`config.mk`:
```
export PLATFORM = sky130hd
export DESIGN_NAME = mic_frame_buffer
export DESIGN_NICKNAME = d
export VERILOG_FILES = /design/src/rtl/mic_frame_buffer.sv
export SDC_FILE = /design/constraint.sdc
export NUM_CORES = 1
export LEC_CHECK = 0
export ABC_AREA = 0
export ABC_CLOCK_PERIOD_IN_PS = 5800
export CORE_ASPECT_RATIO = 1.1
export CORE_MARGIN = 1.5
export CORE_UTILIZATION = 35
export DETAILED_ROUTE_END_ITERATION = 6
export DONT_BUFFER_PORTS = 1
export SLEW_MARGIN = 10
export SYNTH_ARGS = -nofsm -noshare
export SYNTH_HDL_FRONTEND = slang
export SYNTH_SLANG_ARGS = --single-unit
```
`constraint.sdc`:
```
create_clock -name adc_clk -period 5.8 [get_ports adc_clk]
set_input_delay 0.58 -clock adc_clk [delete_from_list [all_inputs] [get_ports adc_clk]]
set_output_delay 0.58 -clock adc_clk [all_outputs]
set_load 0.005 [all_outputs]
```
`src/rtl/mic_frame_buffer.sv`:
```
`default_nettype none
// ============================================================================
// mic_frame_buffer : decimates and offset-corrects microphone samples into
//                    double-buffered N_POINTS frames behind a valid/ready port
// Revision: 1.0
// ============================================================================
module mic_frame_buffer #(
   parameter int SAMPLE_W      = 32,
   parameter int N_POINTS      = 8,
   parameter int DECIM         = 1,
   parameter int SAMPLE_OFFSET = 0,
   parameter int OVR_W         = 8
) (
   input  logic                         adc_clk,
   input  logic                         reset,
   input  logic [SAMPLE_W-1:0]          sample_in,
   input  logic                         sample_valid,
   output logic [N_POINTS*SAMPLE_W-1:0] frame_data,
   output logic                         frame_valid,
   input  logic                         frame_ready,
   output logic [7:0]                   frame_seq,
   output logic                         overrun,
   output logic [OVR_W-1:0]             overrun_count
);

   localparam int                  c_IDX_W    = $clog2(N_POINTS);
   localparam logic [c_IDX_W-1:0]  c_LAST_IDX = c_IDX_W'(N_POINTS - 1);
   localparam logic [7:0]          c_DEC_LAST = 8'(DECIM - 1);
   localparam logic [SAMPLE_W-1:0] c_OFFSET   = SAMPLE_W'(SAMPLE_OFFSET);

   typedef enum logic [0:0] {
      S_FILL = 1'b0,
      S_HOLD = 1'b1
   } state_t;

   state_t                         r_state;
   state_t                         w_state_next;
   logic [7:0]                     r_dec_cnt;
   logic [c_IDX_W-1:0]             r_fill_idx;
   logic [SAMPLE_W-1:0]            r_fill [N_POINTS];
   logic [N_POINTS*SAMPLE_W-1:0]   r_frame_data;
   logic [7:0]                     r_frame_seq;
   logic                           r_overrun;
   logic [OVR_W-1:0]               r_ovr_cnt;

   logic                           w_accept;
   logic [SAMPLE_W-1:0]            w_sample;
   logic                           w_complete;
   logic                           w_transfer;
   logic                           w_load;
   logic                           w_drop;
   logic [N_POINTS*SAMPLE_W-1:0]   w_next_frame;

   assign w_accept   = sample_valid && (r_dec_cnt == 8'd0);
   assign w_sample   = sample_in - c_OFFSET;
   assign w_complete = w_accept && (r_fill_idx == c_LAST_IDX);
   assign w_transfer = (r_state == S_HOLD) && frame_ready;
   // A transfer on the completing edge frees the output, so the new frame loads instead of dropping
   assign w_load     = w_complete && ((r_state == S_FILL) || w_transfer);
   assign w_drop     = w_complete && (r_state == S_HOLD) && !frame_ready;

   // The last slice comes straight from the input: it is written on the same edge the frame is copied
   for (genvar k = 0; k < N_POINTS; k++) begin : g_slice
      if (k == N_POINTS - 1) begin : g_last
         assign w_next_frame[k*SAMPLE_W +: SAMPLE_W] = w_sample;
      end else begin : g_stored
         assign w_next_frame[k*SAMPLE_W +: SAMPLE_W] = r_fill[k];
      end
   end

   always_ff @(posedge adc_clk) begin
      if (reset) begin
         r_dec_cnt <= 8'd0;
      end else if (sample_valid) begin
         r_dec_cnt <= (r_dec_cnt == c_DEC_LAST) ? 8'd0 : r_dec_cnt + 8'd1;
      end
   end

   always_ff @(posedge adc_clk) begin
      if (reset) begin
         r_fill_idx <= '0;
      end else if (w_accept) begin
         r_fill_idx <= r_fill_idx + c_IDX_W'(1);
      end
   end

   always_ff @(posedge adc_clk) begin
      if (w_accept) begin
         r_fill[r_fill_idx] <= w_sample;
      end
   end

   always_ff @(posedge adc_clk) begin
      if (reset) begin
         r_frame_data <= '0;
         r_frame_seq  <= 8'd0;
         r_overrun    <= 1'b0;
         r_ovr_cnt    <= '0;
      end else begin
         r_overrun <= w_drop;
         if (w_load) begin
            r_frame_data <= w_next_frame;
            r_frame_seq  <= r_frame_seq + 8'd1;
         end
         if (w_drop && (r_ovr_cnt != {OVR_W{1'b1}})) begin
            r_ovr_cnt <= r_ovr_cnt + OVR_W'(1);
         end
      end
   end

   always_ff @(posedge adc_clk) begin
      if (reset) begin
         r_state <= S_FILL;
      end else begin
         r_state <= w_state_next;
      end
   end

   always_comb begin
      w_state_next = r_state;
      case (r_state)
         S_FILL: if (w_complete) w_state_next = S_HOLD;
         S_HOLD: if (w_transfer && !w_complete) w_state_next = S_FILL;
         default: w_state_next = S_FILL;
      endcase
   end

   assign frame_data    = r_frame_data;
   assign frame_valid   = (r_state == S_HOLD);
   assign frame_seq     = r_frame_seq;
   assign overrun       = r_overrun;
   assign overrun_count = r_ovr_cnt;

endmodule
`default_nettype wire

```
## Word-level counts from Yosys, hierarchy flattened

Memory sizes are Yosys's and may differ from the RTL's. A register that Yosys moved wholly into a read port is not among the register bits.
Index checks and enable logic that the tools add are counted.

| cells by class | value |
|---|---|
| add/subtract/negate cells | 4 |
| eq/ne operators | 2 |
| multiplexer cells | 6 |
| bitwise gates (word level) | 1 |
| reductions and logical operators | 12 |

Operator list:

| cell | number |
|---|---|
| 8-bit by 1-bit adder with 8-bit output, second input constant | 3 |
| 1-bit logical AND | 8 |
| 8-bit zero test | 1 |
| 8-bit 2-to-1 mux | 1 |
| 8-bit inequality test, second input constant | 1 |
| 1-bit 2-to-1 mux | 4 |
| 3-bit by 1-bit adder with 3-bit output, second input constant | 1 |
| 3-bit equality test, second input constant | 1 |
| 1-bit zero test | 2 |
| 1-bit one-hot mux with 2 select lines | 1 |
| 1-bit logical OR | 1 |
| 1-bit NOT | 1 |

| word-level totals | value |
|---|---|
| flip-flop bits (word level) | 285 |
| bits in writable memories | 256 |
| input bits | 36 |
| output and inout bits | 274 |
| word-level logic and storage cells | 33 |
| memories kept | 1 |

Memories:

| memory | depth | bits a word | rd ports | clocked after Yosys merged registers in | write ports | RTL line | text |
|---|---|---|---|---|---|---|---|
| r_fill | 8 | 32 | 7 | 7 | 1 | 40 | `logic [SAMPLE_W-1:0] r_fill [N_POINTS];` |

## Depth between registers and ports, before layout

Gate-level depths: netlist (run 1).

| logic depth | value |
|---|---|
| depth after elaboration | 7 |
| mapped depth | 9 |

## Least setup slack after synthesis (run 1)

OpenSTA, ideal clock, no wires.

| path | value |
|---|---|
| kind | input to register |
| start point | input sample_valid |
| end point | memory r_fill[2][0] (enable) |
| data arrival time | 4.734 ns |
| required time | 5.287 ns |
| slack | 0.553 ns |
| cell stages on the path | 5 |
| buffers on the path | 2 |
| cell sequence | buf_2 nor4b_4 nand2_2 buf_2 nor4b_1 |

| on the way | value |
|---|---|
| cells in the longest elaborated chain, start to end | 3 |

Ends and longest elaborated chain:

| element | RTL line | text |
|---|---|---|
| start: declaration | 17 | `input logic sample_valid,` |
| 1-bit logical AND | 54 | `assign w_accept = sample_valid && (r_dec_cnt == 8'd0);` |
| 1-bit 2-to-1 mux | 88 | `if (w_accept) begin` |
| 1-bit 2-to-1 mux (implied by the code) | 89 | `r_fill[r_fill_idx] <= w_sample;` |
| end: declaration | 40 |  |

No other way between the ends.

## Worst setup path in the final report (run 1)

| path | value |
|---|---|
| start point | register r_fill_idx[1] |
| end point | register r_frame_data[62], in the netlist frame_data[62], read port of r_fill |

| on the way | value |
|---|---|
| cells in the longest elaborated chain, start to end | 3 |

Ends and longest elaborated chain:

| element | RTL line | text |
|---|---|---|
| start: declaration | 39 | `logic [c_IDX_W-1:0] r_fill_idx;` |
| start signal: assignment | 83 | `r_fill_idx <= r_fill_idx + c_IDX_W'(1);` |
| 3-bit equality test | 56 | `assign w_complete = w_accept && (r_fill_idx == c_LAST_IDX);` |
| 1-bit logical AND | 56 |  |
| 1-bit logical AND | 59 | `assign w_load = w_complete && ((r_state == S_FILL) \|\| w_transfer);` |
| end: declaration | 41 | `logic [N_POINTS*SAMPLE_W-1:0] r_frame_data;` |

No other way between the ends.
A chain may end at the register's enable or synchronous reset.

==> flow_metrics.py, run 1 <==
metrics = {
    "grt": {
        "grt_pass1_wl_um": 64300,
        "grt_util_all_layers_pct": 17.6,
        "overflow": 0,
        "grt_pass1_vias": 9918,
        "antenna_found_initial": 2,
        "grt_max_degree": 282,
    },
    "drt": {
        "vias": 10600,
        "drtIter0Drc": 690,
        "wl_um": 44700,
        "via_per_inst": 4.90,
        "ant_nets": 0,
        "wire_per_inst_um": 20.7,
        "drc": 0,
        "first_pass_iters": 5,
    },
    "floorplan": {
        "ios": 310,
        "initial_utilization_pct": 35.4,
        "die_y_um": 233,
        "dieArea_um2": 49600,
        "core_area_um2": 47700,
        "die_w_um": 212,
        "row_count": 84,
    },
    "clocking": {
        "clk_path_buf_depth": 3,
        "hold_buffers": 0,
        "cts_resized": 0,
        "tritoncts": "built",
        "cts-root-buf": "clkbuf_16",
        "clock_latency_ns": 0.59,
        "numCtsBuffers": 51,
        "clock-sinks": 509,
        "cts_setup_buffers": 0,
        "clk_pin_slew_ns": 0.06,
        "htreeDepth": 2,
    },
    "sta": {
        "hold_violations": 0,
        "layout_min_cycle_time_ns": 3.01,
        "period_share_pct": 51.8,
        "setup_viol": 0,
        "setup_tns_ns": 0,
        "worstMarginPinSlew_ns": 1.05,
        "max_freq_mhz": 333,
        "slew_viol_final": 0,
        "fin_skew_ns": 0.0111,
        "setup_slack_ns": 2.79,
        "slew_headroom_pct": 29.3,
        "rsz0062_at_grt": "false",
    },
    "synth": {
        "yosysSeqAreaShare_pct": 73.6,
        "ys_seq_elements": 509,
        "synth_cell_types": 34,
        "synth_cells": 1502,
        "synth.net_count": 1544,
        "yosys_warnings": 0,
        "synth_area_um2": 16900,
        "synth_area_per_cell_um2": 11.2,
    },
    "job": {
        "cap_viol_max_count": 0,
    },
    "setup_path": {
        "end_kind": "flip-flop",
        "critPathMostFrequentCell": "ha_1",
        "rrSetupSlack_ns": 2.79,
        "start_kind": "flip-flop",
        "r2r-start": "r_fill_idx[1]",
        "required_ns": 6.30,
        "path_max_fanout": 145,
        "worstPathArrival_ns": 3.50,
        "rr_worst_depth": 6,
        "crit_type": "flip-flop to flip-flop",
        "r2r-end": "frame_data[62]",
        "cp_cell_sequence": "ha_1 > ha_1 > and4_4 > buf_12 > nand2_1 > a21oi_1",
        "crit_slowest_cell": "and4_4",
        "max_stage_delay_ns": 0.85,
        "critPathBufInv": 1,
        "critPathTopFamily": "simple AND/OR/NAND/NOR gates",
    },
    "pwr": {
        "power_density_nw_per_um2": 369,
        "vdd_drop_max_mv": 0.198,
        "p_leak_nw": 5.91,
        "power_w": 0.00704,
    },
    "hold_path": {
        "min_from": "reset",
        "hold_path_end": "overrun_count[0]",
        "hold_path_class": "input port to flip-flop",
        "hold_path_depth": 1,
    },
    "placed_design": {
        "place_ws_ns": 2.72,
        "gp_congestion": 0.762,
        "hpwlAfterDp_um": 26400,
        "port_buffers": 0,
    },
    "final_layout": {
        "final_util_pct": 40.0,
        "nets": 1515,
        "area_growth_pct": 12.9,
        "drive_above_1_share_pct": 7.12,
    },
    "run_status": {
        "status": "finished, final reports clean",
    },
}
==> flip-flops by register name, summed over array words and instances (netlist names) <==
signal         count
frame_data       256
frame_seq          8
frame_valid        1
overrun            1
overrun_count      8
r_dec_cnt          8
r_fill           224
r_fill_idx         3
==> worst max path at each step <==
stage / startpoint / end / slack (ns) / cells past startpoint
finish: r_fill_idx[1] / frame_data[62] / 2.79 / 6
global route: r_fill_idx[1] / frame_data[201] / 2.54 / 6
CTS: r_dec_cnt[0] / r_fill[0][26] / 2.72 / 6
detailed placement: sample_valid / r_fill[0][29] / 2.72 / 4
global placement: r_dec_cnt[0] / r_fill[0][4] / 2.78 / 6
floorplan: sample_valid / r_fill[2][0] / 0.55 / 5
==> cells by family after synthesis <==
logic type	share of synthesized area [%]
compound gates	8.55
simple gates	14.2
flops	73.6
buf+inv	2.52
xor+xnor	0.467
fa+ha+maj	0.444
mux	0.252
==> layout make-up <==
type,count,area (um^2)
multi-input combinational,893,4080
antenna,1,2.50
clock buffer,66,1390
fill,4636,28600
clock inverter,30,221
timing repair buffer,11,108
sequential,509,12400
inverter,7,26.3
tap,645,807
==> cell usage in the layout (no fill, tap or decap), drive strengths merged, types with 2 or more instances in the layout <==
master / instances
nor4b: 4
or4: 9
o31ai: 8
dfxtp: 285
xor2: 3
nor2b: 3
mux2: 2
inv: 11
edfxtp: 224
nor3: 4
nand2: 528
ha: 6
nor2: 17
nand4: 8
a21oi: 271
nor3b: 2
nor4: 2
xnor2: 6
clkinvlp: 4
mux2i: 2
nand2b: 4
buf: 11
bufinv: 2
clkinv: 20
o21ai: 2
nand3: 6
clkbuf: 66
==> cell usage after synthesis <==
cell type,instances,area share [%]
dfxtp_1,285,34
or2_2,1,0.037
o31ai_1,8,0.36
nor2b_1,3,0.11
nand4_1,6,0.22
and4_1,1,0.052
xnor2_1,6,0.31
nor2_1,17,0.38
buf_2,28,0.83
nor3_1,4,0.12
o41ai_1,1,0.052
edfxtp_1,224,40
ha_1,6,0.44
buf_4,4,0.18
nor4b_4,2,0.28
nand3_1,6,0.18
nand2_1,527,12
clkbuf_1,61,1.4
o21ai_0,2,0.059
nand2b_1,4,0.15
mux2_2,2,0.13
or4_1,9,0.40
mux2i_1,2,0.12
or3_1,1,0.037
nor4_1,2,0.074
nand2_2,1,0.037
nor4b_1,2,0.10
nand4_2,2,0.15
and2_0,1,0.037
xor2_1,3,0.16
a211o_1,1,0.052
a21oi_1,271,8.0
nor3b_1,2,0.089
inv_1,7,0.16
==> per-stage QoR <==
stage	instance area, um^2	hold slack, ns	instances
after floorplan	16900	0.453	1502
after global placement	17500	0.462	2065
after detailed placement	17500	0.465	2065
after CTS	19100	0.0374	2161
after global routing	19100	0.0420	2161
final	19100	0.0765	2162
==> worst register-to-register path, delay by kind of cell (launching register included) <==
family,cells,cell delay (ns)
and+or+nand+nor,2,1.19
adders and majority gates,2,0.53
DFF,1,0.52
buffers and inverters,1,0.51
AOI/OAI and AO/OA,1,0.17
==> where the power goes <==
part / internal (W) / total [W] / leakage [nW] / switching, W
registers: 0.00380 / 0.00381 / 4.33 / 0.0000155
clock network: 0.00179 / 0.00318 / 0.794 / 0.00139
logic: 0.0000129 / 0.0000557 / 0.789 / 0.0000427
==> layer usage <==
metal	global-route usage (%)	share of wire [%]
met5	0	0
met4	5.63	2.6
met3	6.64	9.1
met2	27.7	47
met1	22.1	42
No activity file was read; power rests on OpenSTA's default activity.
==> inputs of run 2 (changes only) <==
--- a/config.mk
+++ b/config.mk
@@ -5,8 +5,8 @@
 export SDC_FILE = /design/constraint.sdc
 export NUM_CORES = 1
 export LEC_CHECK = 0
-export ABC_AREA = 0
-export ABC_CLOCK_PERIOD_IN_PS = 5800
+export ABC_AREA = 1
+export ABC_CLOCK_PERIOD_IN_PS = 3000
 export CORE_ASPECT_RATIO = 1.1
 export CORE_MARGIN = 1.5
 export CORE_UTILIZATION = 35
==> constraint.sdc (replaced) <==
create_clock -name adc_clk -period 3 [get_ports adc_clk]
set_input_delay 0.3 -clock adc_clk [delete_from_list [all_inputs] [get_ports adc_clk]]
set_output_delay 0.3 -clock adc_clk [all_outputs]
set_load 0.005 [all_outputs]
==> run 2 against run 1 <==
Against the previous run:
- clock skew grew 0.0048 ns
- largest power group unchanged
- setup slack got worse by 2.2 ns
- total power rose by 110%
- global-route usage increased by 0.43 points
- flip-flop and latch count is the same
- core utilization up 0.79 points
- die area grew 2.5%
- clock power increased by 120%
- critical path type unchanged
- register-to-register slack worse by 2.2 ns
- via count rose by 4.3%
- critical path depth increased by 2
- clock-buffer cell count increased by 12
==> flow_metrics.py, run 2 <==
metrics = {
    "sta": {
        "layout_min_cycle_time_ns": 2.41,
        "period_share_pct": 80.2,
        "slew_headroom_pct": 52.5,
        "setup_tns_ns": 0,
        "setup_viol": 0,
        "fin_skew_ns": 0.0159,
        "slew_viol_final": 0,
        "hold_ws_ns": 0.0673,
        "worstMarginPinSlew_ns": 0.710,
        "max_freq_mhz": 416,
        "rsz0062_at_grt": "false",
        "hold_violations": 0,
    },
    "synth": {
        "synth-main-ff-cell": "dfxtp_1",
        "synth_top_area_share_pct": 38.8,
        "yosys.area.top_type": "edfxtp_1",
        "synth.net_count": 1601,
        "synth_area_per_cell_um2": 11.1,
        "synth_cell_types": 30,
        "synth_most_common_cell": "nor2_1",
        "yosysSeqAreaShare_pct": 71.8,
        "ys_seq_elements": 509,
        "synth_area_um2": 17300,
        "synth_cells": 1559,
        "synth_top_cells_by_count": "562 x nor2_1, 285 x dfxtp_1, 236 x o21ai_1, 224 x edfxtp_1, 49 x buf_6",
        "ys_async_sr_fraction_pct": 0,
        "synth_edf_count": 224,
        "yosys-top-cells-area": "edfxtp_1 39%, dfxtp_1 33%, nor2_1 12%, o21ai_1 6.8%, buf_6 3.2%",
        "yosys_warnings": 0,
    },
    "hold_path": {
        "hold_path_class": "input port to flip-flop",
        "hold_path_depth": 3,
    },
    "setup_path": {
        "path_max_fanout": 73,
        "cp_cell_sequence": "ha_1 > ha_1 > inv_1 > nor2_4 > nand2_8 > buf_4 > nor2_1 > nor2_1",
        "start_kind": "flip-flop",
        "end_kind": "flip-flop",
        "cp.depth": 8,
        "required_ns": 3.48,
        "worstPathArrival_ns": 2.88,
        "max_stage_delay_ns": 0.50,
        "crit_type": "flip-flop to flip-flop",
        "crit_slowest_cell": "dfxtp_1",
        "critPathTopFamily": "simple AND/OR/NAND/NOR gates",
        "critPathBufInv": 2,
        "rr_worst_depth": 8,
    },
    "final_layout": {
        "most-common-layout-cells": "559 x nor2_1, 285 x dfxtp_1, 236 x o21ai_1, 224 x edfxtp_1, 57 x clkbuf_16",
        "nets": 1620,
        "fill_cells": 4689,
        "diodes": 0,
        "stdcell_area_um2": 19900,
        "area_growth_pct": 15.2,
        "mostFrequentLayoutCell": "nor2_1",
        "largest_reg_flops": 256,
        "drive_above_1_share_pct": 8.01,
    },
    "placed_design": {
        "gp_congestion": 0.848,
        "postPlaceCellArea_um2": 17700,
        "hpwlAfterDp_um": 27700,
        "port_buffers": 0,
    },
    "floorplan": {
        "die_y_um": 236,
        "core_area_um2": 48900,
        "dieArea_um2": 50800,
        "row_count": 85,
        "initial_utilization_pct": 35.4,
        "die_w_um": 215,
        "ios": 310,
    },
    "drt": {
        "wire_per_inst_um": 20.4,
        "via_per_inst": 4.86,
        "drtIter0Drc": 776,
        "wl_um": 46300,
        "ant_nets": 0,
        "vias": 11000,
        "drc": 0,
        "first_pass_iters": 5,
    },
    "clocking": {
        "numCtsBuffers": 52,
        "clk_pin_slew_ns": 0.06,
        "tritoncts": "built",
        "cts_resized": 0,
        "clock-sinks": 509,
        "clock_latency_ns": 0.59,
        "cts-root-buf": "clkbuf_16",
        "clk_path_buf_depth": 3,
        "htreeDepth": 2,
    },
    "grt": {
        "grt_max_degree": 121,
        "grt_util_all_layers_pct": 18.0,
        "overflow": 0,
        "grt_pass1_vias": 10700,
        "grt_pass1_wl_um": 69300,
        "antenna_found_initial": 5,
    },
    "job": {
        "cap_viol_max_count": 0,
    },
    "pwr": {
        "p_leak_nw": 7.69,
        "vdd_drop_max_mv": 0.473,
        "power_w": 0.0147,
        "power_density_nw_per_um2": 737,
    },
    "run_status": {
        "status": "finished, final reports clean",
    },
}
## run 2: area by class of cell
type                            count  area [um^2]  share of cell area (%)
Inverter                           37          144                   0.722
Clock buffer                       78         1640                    8.20
Sequential cell                   509        12400                    62.3
Tap cell                          652          816                    4.09
Timing Repair Buffer               53          583                    2.92
Clock inverter                     20          243                    1.22
Multi-Input combinational cell    925         4090                    20.5
## run 2: cell families (layout without fill, tap and decap cells)
| family | count (synthesis) | in the layout | share of synthesized area [%] |
|---|---|---|---|
| DFF | 509 | 509 | 71.8 |
| xor gates and xnor gates | 2 | 2 | 0.101 |
| adders and majority gates | 6 | 6 | 0.433 |
| buffers and inverters | 125 | 188 | 4.97 |
| and+or+nand+nor | 643 | 643 | 14.7 |
| AOI/OAI and AO/OA | 274 | 274 | 7.98 |
## run 2: through the flow
stage	util (%)	std cells	setup WS (ns)
after floorplan	-	1559	-0.765
final	40.8	2274	0.594
after global routing	40.8	2274	0.415
after CTS	40.8	2274	0.559
after detailed placement	36.2	2142	0.573
after global placement	36.2	2142	0.624
## run 2: layer usage
layer	part of all wire, %	vias to the layer above	GRT usage (%)
li1	-	5257	-
met3	8.8	70	5.92
met4	2.3	2	5.89
met5	0.028	-	0
met1	43	5350	23.5
met2	46	368	28.2
## run 2: final timing paths
check,start,endpoint,slack (ns)
hold / removal,reset,overrun_count[5],0.07
setup reg to reg,r_fill_idx[1],frame_data[192],0.59
hold reg to reg,r_fill[3][22],frame_data[118],0.47
setup / recovery,r_fill_idx[1],frame_data[192],0.59
## run 2: timing repair
| action | CTS | global route |
|---|---|---|
| hold buffers | 34 | 0 |
| hold endpoints to repair | 267 | 0 |
| buffers inserted | 0 | 0 |
## run 2: where the power goes
part	internal, W	switching (W)	leakage, nW	total (W)
logic	0.0000872	0.000290	2.43	0.000377
registers	0.00737	0.0000543	4.33	0.00743
clock network	0.00414	0.00276	0.930	0.00690
total	0.0116	0.00310	7.69	0.0147
## run 2: worst register-to-register path: cells and delay by family, from the launching register on
family	cells	cell delay (ns)
adders and majority gates	2	0.41
and+or+nand+nor	4	0.86
buffers and inverters	2	0.53
DFF	1	0.50
